### config.mk
export PLATFORM = sky130hd
export DESIGN_NAME = fir_mac_sequencer_flat
export DESIGN_NICKNAME = d
export VERILOG_FILES = /design/src/rtl/fir_mac_sequencer_if.sv /design/src/rtl/fir_mac_sequencer.sv /design/src/flat_wrapper.sv
export SDC_FILE = /design/constraint.sdc
export NUM_CORES = 1
export LEC_CHECK = 0
export ABC_AREA = 1
export CAP_MARGIN = 20
export CORE_MARGIN = 2
export CORE_UTILIZATION = 39
export DETAILED_ROUTE_END_ITERATION = 16
export DONT_BUFFER_PORTS = 1
export REMOVE_ABC_BUFFERS = 1
export SYNTH_ARGS = -nofsm -noshare
export SYNTH_HDL_FRONTEND = slang
export SYNTH_SLANG_ARGS = --single-unit
### constraint.sdc
create_clock -name clk -period 11.1 [get_ports clk]
set_input_delay 1.665 -clock clk [delete_from_list [all_inputs] [get_ports clk]]
set_output_delay 1.665 -clock clk [all_outputs]
set_load 0.03 [all_outputs]
### src/rtl/fir_mac_sequencer_if.sv
// Handshake and memory bus of the FIR MAC sequencer: sample in, result out,
// coefficient ROM and circular sample RAM (both with 1-cycle synchronous reads).
interface fir_mac_sequencer_if #(
  parameter int ADDR_W = 7,
  parameter int DATA_W = 16,
  parameter int COEF_W = 16,
  parameter int OUT_W  = 16
);
  logic                     in_valid;
  logic                     in_ready;
  logic signed [DATA_W-1:0] in_data;
  logic [ADDR_W-1:0]        coef_addr;
  logic                     coef_rd;
  logic signed [COEF_W-1:0] coef_data;
  logic [ADDR_W-1:0]        smp_addr;
  logic                     smp_wr;
  logic signed [DATA_W-1:0] smp_wdata;
  logic                     smp_rd;
  logic signed [DATA_W-1:0] smp_data;
  logic                     out_valid;
  logic                     out_ready;
  logic signed [OUT_W-1:0]  out_data;
  logic                     busy;
  logic                     ovf;

  modport master (
    input  in_valid, in_data, coef_data, smp_data, out_ready,
    output in_ready, coef_addr, coef_rd, smp_addr, smp_wr, smp_wdata, smp_rd,
           out_valid, out_data, busy, ovf
  );

  modport slave (
    output in_valid, in_data, coef_data, smp_data, out_ready,
    input  in_ready, coef_addr, coef_rd, smp_addr, smp_wr, smp_wdata, smp_rd,
           out_valid, out_data, busy, ovf
  );
endinterface

### src/rtl/fir_mac_sequencer.sv
// FIR filter sequencer: one output per accepted sample, MAC over a circular
// sample RAM and coefficient ROM, followed by shift, saturation and handshake.
module fir_mac_sequencer #(
  parameter int NTAPS     = 61,
  parameter int ADDR_W    = 7,
  parameter int DATA_W    = 16,
  parameter int COEF_W    = 16,
  parameter int ACC_W     = 40,
  parameter int OUT_W     = 16,
  parameter int OUT_SHIFT = 15
) (
  input logic                clk,
  input logic                reset,
  fir_mac_sequencer_if.master bus
);
  localparam int PROD_W = DATA_W + COEF_W;

  localparam logic [2:0] S_INIT   = 3'd0;
  localparam logic [2:0] S_IDLE   = 3'd1;
  localparam logic [2:0] S_WRITE  = 3'd2;
  localparam logic [2:0] S_MAC    = 3'd3;
  localparam logic [2:0] S_FLUSH  = 3'd4;
  localparam logic [2:0] S_OUTPUT = 3'd5;

  localparam logic [ADDR_W-1:0] LAST    = ADDR_W'(NTAPS - 1);
  localparam logic [ADDR_W:0]   NTAPS_X = (ADDR_W + 1)'(NTAPS);

  localparam logic signed [ACC_W-1:0] OUT_MAX = {{(ACC_W-OUT_W+1){1'b0}}, {(OUT_W-1){1'b1}}};
  localparam logic signed [ACC_W-1:0] OUT_MIN = {{(ACC_W-OUT_W+1){1'b1}}, {(OUT_W-1){1'b0}}};

  logic [2:0]               state;
  logic                     live;    // low for the cycle(s) the reset edge is applied
  logic [ADDR_W-1:0]        cnt;     // INIT address, then tap index k in MAC
  logic [ADDR_W-1:0]        wr_ptr;
  logic signed [DATA_W-1:0] sample;
  logic signed [ACC_W-1:0]  acc;
  logic signed [OUT_W-1:0]  out_q;
  logic                     ovf_q;

  logic signed [PROD_W-1:0] coef_ext, smp_ext, prod;
  logic signed [ACC_W-1:0]  acc_sum, shifted;
  logic signed [OUT_W-1:0]  sat_val;
  logic                     sat_hit;
  logic [ADDR_W:0]          wrap_sum;
  logic [ADDR_W-1:0]        rd_addr;

  // Full-width signed product, sign-extended into the accumulator.
  assign coef_ext = {{DATA_W{bus.coef_data[COEF_W-1]}}, bus.coef_data};
  assign smp_ext  = {{COEF_W{bus.smp_data[DATA_W-1]}}, bus.smp_data};
  assign prod     = coef_ext * smp_ext;
  assign acc_sum  = acc + {{(ACC_W-PROD_W){prod[PROD_W-1]}}, prod};
  assign shifted  = acc_sum >>> OUT_SHIFT;

  always_comb begin
    sat_hit = 1'b0;
    sat_val = shifted[OUT_W-1:0];
    if (shifted > OUT_MAX) begin
      sat_val = {1'b0, {(OUT_W-1){1'b1}}};
      sat_hit = 1'b1;
    end else if (shifted < OUT_MIN) begin
      sat_val = {1'b1, {(OUT_W-1){1'b0}}};
      sat_hit = 1'b1;
    end
  end

  // Newest sample sits at wr_ptr; tap k reads k entries back, wrapping below 0.
  assign wrap_sum = {1'b0, wr_ptr} + NTAPS_X - {1'b0, cnt};
  assign rd_addr  = (wr_ptr >= cnt) ? (wr_ptr - cnt) : wrap_sum[ADDR_W-1:0];

  always_ff @(posedge clk) begin
    if (!reset) begin
      state  <= S_INIT;
      live   <= 1'b0;
      cnt    <= '0;
      wr_ptr <= '0;
      sample <= '0;
      acc    <= '0;
      out_q  <= '0;
      ovf_q  <= 1'b0;
    end else begin
      live <= 1'b1;
      case (state)
        S_INIT: begin
          if (live) begin
            if (cnt == LAST) begin
              cnt   <= '0;
              state <= S_IDLE;
            end else begin
              cnt <= cnt + 1'b1;
            end
          end
        end
        S_IDLE: begin
          if (bus.in_valid) begin
            sample <= bus.in_data;
            state  <= S_WRITE;
          end
        end
        S_WRITE: begin
          acc   <= '0;
          cnt   <= '0;
          state <= S_MAC;
        end
        S_MAC: begin
          // Read data lags the address by one cycle, so tap 0 lands on k=1.
          if (cnt != '0) acc <= acc_sum;
          if (cnt == LAST) state <= S_FLUSH;
          else             cnt   <= cnt + 1'b1;
        end
        S_FLUSH: begin
          acc   <= acc_sum;
          out_q <= sat_val;
          if (sat_hit) ovf_q <= 1'b1;
          state <= S_OUTPUT;
        end
        S_OUTPUT: begin
          if (bus.out_ready) begin
            wr_ptr <= (wr_ptr == LAST) ? '0 : wr_ptr + 1'b1;
            state  <= S_IDLE;
          end
        end
        default: state <= S_INIT;
      endcase
    end
  end

  always_comb begin
    bus.in_ready  = 1'b0;
    bus.busy      = 1'b0;
    bus.coef_rd   = 1'b0;
    bus.coef_addr = '0;
    bus.smp_rd    = 1'b0;
    bus.smp_wr    = 1'b0;
    bus.smp_addr  = '0;
    bus.smp_wdata = '0;
    bus.out_valid = 1'b0;
    bus.out_data  = out_q;
    bus.ovf       = ovf_q;
    if (live) begin
      case (state)
        S_INIT: begin
          bus.busy     = 1'b1;
          bus.smp_wr   = 1'b1;
          bus.smp_addr = cnt;
        end
        S_IDLE: bus.in_ready = 1'b1;
        S_WRITE: begin
          bus.busy      = 1'b1;
          bus.smp_wr    = 1'b1;
          bus.smp_addr  = wr_ptr;
          bus.smp_wdata = sample;
        end
        S_MAC: begin
          bus.busy      = 1'b1;
          bus.coef_rd   = 1'b1;
          bus.coef_addr = cnt;
          bus.smp_rd    = 1'b1;
          bus.smp_addr  = rd_addr;
        end
        S_FLUSH: bus.busy = 1'b1;
        S_OUTPUT: begin
          bus.busy      = 1'b1;
          bus.out_valid = 1'b1;
        end
        default: bus.busy = 1'b1;
      endcase
    end
  end
endmodule
### src/flat_wrapper.sv
// flat-port wrapper written by rule: the top's interface ports become plain ports
module fir_mac_sequencer_flat 
#(
  parameter int NTAPS     = 61,
  parameter int ADDR_W    = 7,
  parameter int DATA_W    = 16,
  parameter int COEF_W    = 16,
  parameter int ACC_W     = 40,
  parameter int OUT_W     = 16,
  parameter int OUT_SHIFT = 15
)
  (clk, reset, bus_in_valid, bus_in_data, bus_coef_data, bus_smp_data, bus_out_ready, bus_in_ready, bus_coef_addr, bus_coef_rd, bus_smp_addr, bus_smp_wr, bus_smp_wdata, bus_smp_rd, bus_out_valid, bus_out_data, bus_busy, bus_ovf);
  fir_mac_sequencer_if #(.ADDR_W(ADDR_W), .DATA_W(DATA_W), .COEF_W(COEF_W), .OUT_W(OUT_W)) bus_i ();
  input logic clk;
  input logic reset;
  input wire logic [$bits(bus_i.in_valid)-1:0] bus_in_valid;
  input wire logic [$bits(bus_i.in_data)-1:0] bus_in_data;
  input wire logic [$bits(bus_i.coef_data)-1:0] bus_coef_data;
  input wire logic [$bits(bus_i.smp_data)-1:0] bus_smp_data;
  input wire logic [$bits(bus_i.out_ready)-1:0] bus_out_ready;
  output wire logic [$bits(bus_i.in_ready)-1:0] bus_in_ready;
  output wire logic [$bits(bus_i.coef_addr)-1:0] bus_coef_addr;
  output wire logic [$bits(bus_i.coef_rd)-1:0] bus_coef_rd;
  output wire logic [$bits(bus_i.smp_addr)-1:0] bus_smp_addr;
  output wire logic [$bits(bus_i.smp_wr)-1:0] bus_smp_wr;
  output wire logic [$bits(bus_i.smp_wdata)-1:0] bus_smp_wdata;
  output wire logic [$bits(bus_i.smp_rd)-1:0] bus_smp_rd;
  output wire logic [$bits(bus_i.out_valid)-1:0] bus_out_valid;
  output wire logic [$bits(bus_i.out_data)-1:0] bus_out_data;
  output wire logic [$bits(bus_i.busy)-1:0] bus_busy;
  output wire logic [$bits(bus_i.ovf)-1:0] bus_ovf;
  assign bus_i.in_valid = bus_in_valid;
  assign bus_i.in_data = bus_in_data;
  assign bus_i.coef_data = bus_coef_data;
  assign bus_i.smp_data = bus_smp_data;
  assign bus_i.out_ready = bus_out_ready;
  assign bus_in_ready = bus_i.in_ready;
  assign bus_coef_addr = bus_i.coef_addr;
  assign bus_coef_rd = bus_i.coef_rd;
  assign bus_smp_addr = bus_i.smp_addr;
  assign bus_smp_wr = bus_i.smp_wr;
  assign bus_smp_wdata = bus_i.smp_wdata;
  assign bus_smp_rd = bus_i.smp_rd;
  assign bus_out_valid = bus_i.out_valid;
  assign bus_out_data = bus_i.out_data;
  assign bus_busy = bus_i.busy;
  assign bus_ovf = bus_i.ovf;
  fir_mac_sequencer #(.NTAPS(NTAPS), .ADDR_W(ADDR_W), .DATA_W(DATA_W), .COEF_W(COEF_W), .ACC_W(ACC_W), .OUT_W(OUT_W), .OUT_SHIFT(OUT_SHIFT)) u_core (.clk(clk), .reset(reset), .bus(bus_i));
endmodule
* Word level (Yosys, flattened, before mapping)
Cells that the tools add are included.
** Cells by class
- Reduce and logical (&&, ||, !) cells :: 11
- Add/sub/neg operators :: 6
- Eq/ne operators :: 14
- Multiply operators :: 1
- $lt $le $gt $ge :: 3
- Multiplexer cells :: 35
** Operators by type and width (number)
- 40-bit case mux with 3 select lines :: 1
- 16-bit 2-to-1 mux :: 4
- 7-bit 2-to-1 mux :: 8
- 7-bit case mux with 3 select lines :: 2
- 40-bit adder :: 1
- 40-bit 2-to-1 mux :: 1
- 16-bit by 16-bit multiplier with 32-bit output :: 1
- 25-bit by 16-bit > comparator with 1-bit output (second input constant) :: 1
- 25-bit by 16-bit < comparator with 1-bit output (second input constant) :: 1
- 3-bit case mux with 6 select lines :: 1
- 3-bit 2-to-1 mux :: 5
- 7-bit by 1-bit adder with 7-bit output (second input constant) :: 2
- 7-bit by 6-bit equality test with 1-bit output (second input constant) :: 2
- 7-bit subtractor :: 2
- 1-bit 2-to-1 mux :: 13
- 2-bit by 1-bit inequality test with 1-bit output (second input constant) :: 4
- 2-bit AND reduction :: 4
- 7-bit by 6-bit adder with 7-bit output (second input constant) :: 1
- 7-bit greater-or-equal comparator :: 1
- 7-bit nonzero test :: 1
- 3-bit by 2-bit equality test with 1-bit output (second input constant) :: 2
- 3-bit equality test (second input constant) :: 2
- 2-bit inequality test (second input constant) :: 3
- 3-bit nonzero test :: 2
- 5 further kinds :: 5
** Storage, ports and cells
- Flip-flop bits (word level) :: 91
- Bits of input ports :: 52

* Depth between registers and ports, before layout
- Word-level depth :: 6
- Mapped depth :: 51
- Depth with buffers taken out :: 48

* Least setup slack after synthesis
OpenSTA, ideal clock, no wires.
- Kind :: in2reg
- From :: input bus_smp_data[3]
- To :: register u_core.out_q[10] (netlist: u_core.bus.out_data[10])
- Cell stages on the path :: 42
- Data required time :: 10.986 ns
- Slack :: 1.940 ns
- Arrival time :: 9.046 ns
- Library setup time :: 0.114 ns
- Cell sequence :: clkbuf_1 clkbuf_1 nand2_1 fa_1 fa_1 fa_1 fa_1 inv_1 fa_1 inv_1 fa_1 inv_1 ha_1 a21oi_1 a21boi_0 inv_1 a21oi_1 o21ai_0 [6 not listed] nand2_1 nor3_2 inv_1 nor2_1 nand2_1 nand2_1 nand2_1 nand2_1 nand2_1 nand2_1 nand2_1 nand2_1 nand4_1 nand2_1 nand2_1 buf_8 o21bai_1 inv_1
** Between the ends
- Cells in the longest elaborated chain, start to end :: 5
- Elaborated cells on any way between the ends :: 6
- Classes of those cells :: 1 x add/sub; 1 x mul; 2 x order compare; 2 x mux
** Ends and longest elaborated chain
- start: declaration :: line flat_wrapper.sv:19 : input wire logic [$bits(bus_i.smp_data)-1:0] bus_smp_data;
- 16-bit by 16-bit multiplier with 32-bit output (*) :: line fir_mac_sequencer.sv:50 : assign prod = coef_ext * smp_ext;
- 40-bit adder (*) :: line fir_mac_sequencer.sv:51 : assign acc_sum = acc + {{(ACC_W-PROD_W){prod[PROD_W-1]}}, prod};
- 25-bit by 16-bit < comparator with 1-bit output :: line fir_mac_sequencer.sv:60 : end else if (shifted < OUT_MIN) begin
- 16-bit 2-to-1 mux :: line fir_mac_sequencer.sv:60
- 16-bit 2-to-1 mux (*) :: line fir_mac_sequencer.sv:57 : if (shifted > OUT_MAX) begin
- end signal: assignment :: line fir_mac_sequencer.sv:112 : out_q <= sat_val;
- end: declaration :: line fir_mac_sequencer.sv:37 : logic signed [OUT_W-1:0] out_q;
Mark *: on every way between the ends. The rest lies on a longest branch, timed or not.
A chain may end at the register's enable or synchronous reset.

* Worst setup path in the final report
- From :: input bus_smp_data[15]
- To :: register u_core.out_q[13] (netlist: u_core.bus.out_data[13])
Same word-level chain as after synthesis.

==> metrics.md <==
| Metric | Value |
|---|---|
| Number of instances in the placed design | `2990` |
| Area of combinational cells with multiple inputs | `12980 sq um` |
| Setup TNS Final | `0 ns` |
| Area growth from synthesis to final layout | `4.178%` |
| Number of setup violations in the final report | `0` |
| Post-Synthesis Mean Instance Area | `7.074 sq um` |
| Via-to-Cell Ratio | `4.801` |
| Final critical-path share of the clock period | `88.10%` |
| Flop and latch count out of synthesis | `91` |
| Number of buffer cells added on primary ports | `0` |
| H-tree levels | `3` |
| Tightest Hold Check Type | `reg -> reg` |
| Remaining global-route overflow | `0` |
| Die width | `216.0 um` |
| Worst setup margin | `1.321 ns` |
| Ratio of cells with drive above 1 in the final layout | `2.484%` |
| # diodes | `0` |
| Final GP Congestion | `0.9419` |
| Cell type with the highest aggregate area in the netlist | `fa_1` |
| Max-Slew Margin vs Limit | `38.18%` |
| FF/Latch Area | `1822 sq um` |
| Post-CTS Setup Bufs | `0` |
| Clk root buf | `clkbuf_16` |
| Flip-flop cell with the highest count after synthesis | `dfxtp_1` |
| DR vias | `14440` |
| First-pass iteration count of the detailed router | `9` |
| Max-cap violations | `0` |
| # nets final | `2871` |
| Num Clock Sinks | `91` |
| Post-DP HPWL | `37.48 mm` |
| Overall Global Routing Usage | `20.16%` |
| Deepest clock path buffer count | `2` |
| Quantity of hold-fixing buffers added after cts | `0` |
| Setup slack at placement | `0.9831 ns` |
| First DRT Iteration DRCs | `800` |
| Placeable core area | `44320 sq um` |
| Clk Latency, worst-skew pair | `0.37 ns` |
| Total number of yosys warnings | `0` |
| Antenna Violating Nets Remaining | `0` |
| Fill cell count | `4698` |
| Multiplexer fraction of the synthesized cell area | `0%` |
| Final hold vios | `0` |
| Slowest Stage Delay on Critical Path | `0.56 ns` |
| Crit path required time | `11.36 ns` |
| DRC violations left | `0` |
| CTS-repair resized insts | `0` |
| Average routed wire per standard cell | `14.76 um` |
| Area share of the largest cell type after synthesis | `30.28%` |
| Compound-cell area share of the yosys netlist | `8.947%` |
| Post-synth EDFFs | `0` |
| Kind of capture point of the worst setup path | `flip-flop` |
| Wire length of the first global-routing pass | `77.19 mm` |
| Most common cell after layout, fill and taps aside | `inv_1` |
| Layout Cells excl Fill | `3007` |
| Clock slew at the register clock pins of the worst setup and hold paths | `0.07 ns` |
| Share of flip-flops with an asynchronous set or reset after synthesis | `0%` |
| Fmax | `102.3 MHz` |
| Ports | `105` |
| Standard cell with the maximum stage delay on the critical path | `fa_1` |
| Setup repair after global routing missed its margin | `false` |
| Max FO, Critical Path | `17` |
| TritonCTS buffer count | `9` |
| Die outline area | `46640 sq um` |
| Shortest period the worst path allows | `9.779 ns` |
| Via count of the first global-routing pass | `15140` |
| Arithmetic-cell share of the synthesized area counting full adders, half adders and majority gates | `40.56%` |
| Main area contributors after synthesis | `fa_1 30%, inv_1 13%, nand2_1 13%` |
| Cell Rows | `77` |
| Antenna violations before repair | `0` |
| Total Wirelength | `44.39 mm` |
| Height of the die | `216.0 um` |
| Seq/Total Area, Yosys | `10.40%` |
| Synthesized-area fraction occupied by and/or/nand/nor cells | `20.95%` |
| Xor/xnor cell area share of the yosys netlist | `3.535%` |
| Clock tree from TritonCTS | `yes` |
| Slew at the pin with the worst max-slew slack | `0.9230 ns` |
| Status | `finished clean` |
| Data arrival time of the critical path | `10.04 ns` |
| Initial Util | `39.54%` |
| Number of pins with negative max-slew slack in the final report | `0` |
| Most frequent cells in the layout | `627 x inv_1, 611 x nand2_1, 265 x fa_1` |
| Skew final | `0.01140 ns` |
| Post-synth cell types | `50` |
| Most prevalent standard cell on the critical path | `fa_1` |
| Largest family of logic cells by synthesized area | `adder cells` |
| Number of instances in the synthesized netlist | `2477` |
| Largest net degree at the start of global routing | `43` |
| Worst Setup Start Kind | `input pin` |
| Type of the setup path with the least slack | `in -> reg` |
| Mapped Area | `17520 sq um` |
==> metrics by stage <==
step / hold slack [ns] / util, % / cell area [sq um]
floorplan: 0.4496 / - / 17160
global placement: 0.4562 / 40.49 / 17940
detailed placement: 0.4609 / 40.49 / 17940
CTS: 0.4734 / 41.16 / 18240
global route: 0.4917 / 41.19 / 18250
finish: 0.4721 / 41.19 / 18250
==> state kept, by name, indices dropped and copies added (netlist names) <==
signal and cells:
u_core.bus.ovf 1, u_core.live 1, u_core.cnt 7, u_core.state 3
u_core.wr_ptr 7, u_core.bus.out_data 16, u_core.acc 40, u_core.sample 16
==> area by class of cell <==
class	instances	share of cell area, %
flip-flops and latches	91	9.980
inverters	632	13.01
clock buffers	9	1.234
clock inverters	7	0.4044
repair buffers	5	0.2262
multi-input cells	1671	71.09
well taps	592	4.058
==> path summary, 6_finish.rpt <==
path | depth (start not counted) | slack (ns) | start | to
hold / removal | 2 | 0.47 | u_core.acc[3] | u_core.acc[3]
setup reg to reg | 14 | 7.64 | u_core.state[1] | u_core.acc[26]
setup / recovery | 33 | 1.32 | bus_smp_data[15] | u_core.bus.out_data[13]
hold reg to reg | 2 | 0.47 | u_core.acc[3] | u_core.acc[3]
==> critical path, delay by kind of cell <==
kind	cells	cell delay, ns
AOI/OAI and AO/OA	8	1.84
xor gates and xnor gates	1	0.19
adders and majority gates	8	3.95
buffers and inverters	4	0.44
and+or+nand+nor	12	1.94
==> cell families (layout without fill, tap and decap cells) <==
family                     count (synthesis)  count (layout)
buffers and inverters                    715             653
xor gates and xnor gates                  66              66
DFF                                       91              91
adders and majority gates                409             409
and+or+nand+nor                          914             914
AOI/OAI and AO/OA                        282             282
==> Yosys cell counts, types with 6 or more instances <==
master and instances:
a21o_1 6, fa_1 265, nor3_1 21, nor4_1 6, o21ai_0 83, nand4_1 17
ha_1 144, xor2_1 39, inv_1 627, nand3_1 41, nand2_1 611, xnor2_1 23
or2_2 13, a211oi_1 6, a21oi_1 133, a31oi_1 11, dfxtp_1 91, nor2_2 11
nor2_1 181, o21bai_1 25, clkbuf_1 76
==> metal layers <==
layer	vias to the layer above	global-route usage [%]	wire, um	part of all wire [%]
li1	7189	-	-	-
met1	6948	26.93	20400	46
met2	249	34.84	21650	49
met3	51	2.452	1622	3.7
met4	0	4.680	716	1.6
met5	-	0	0	0
Power is left out: the tool's default activity adds up to more than one toggle a clock period on the data nets, which glitch-free logic cannot reach.
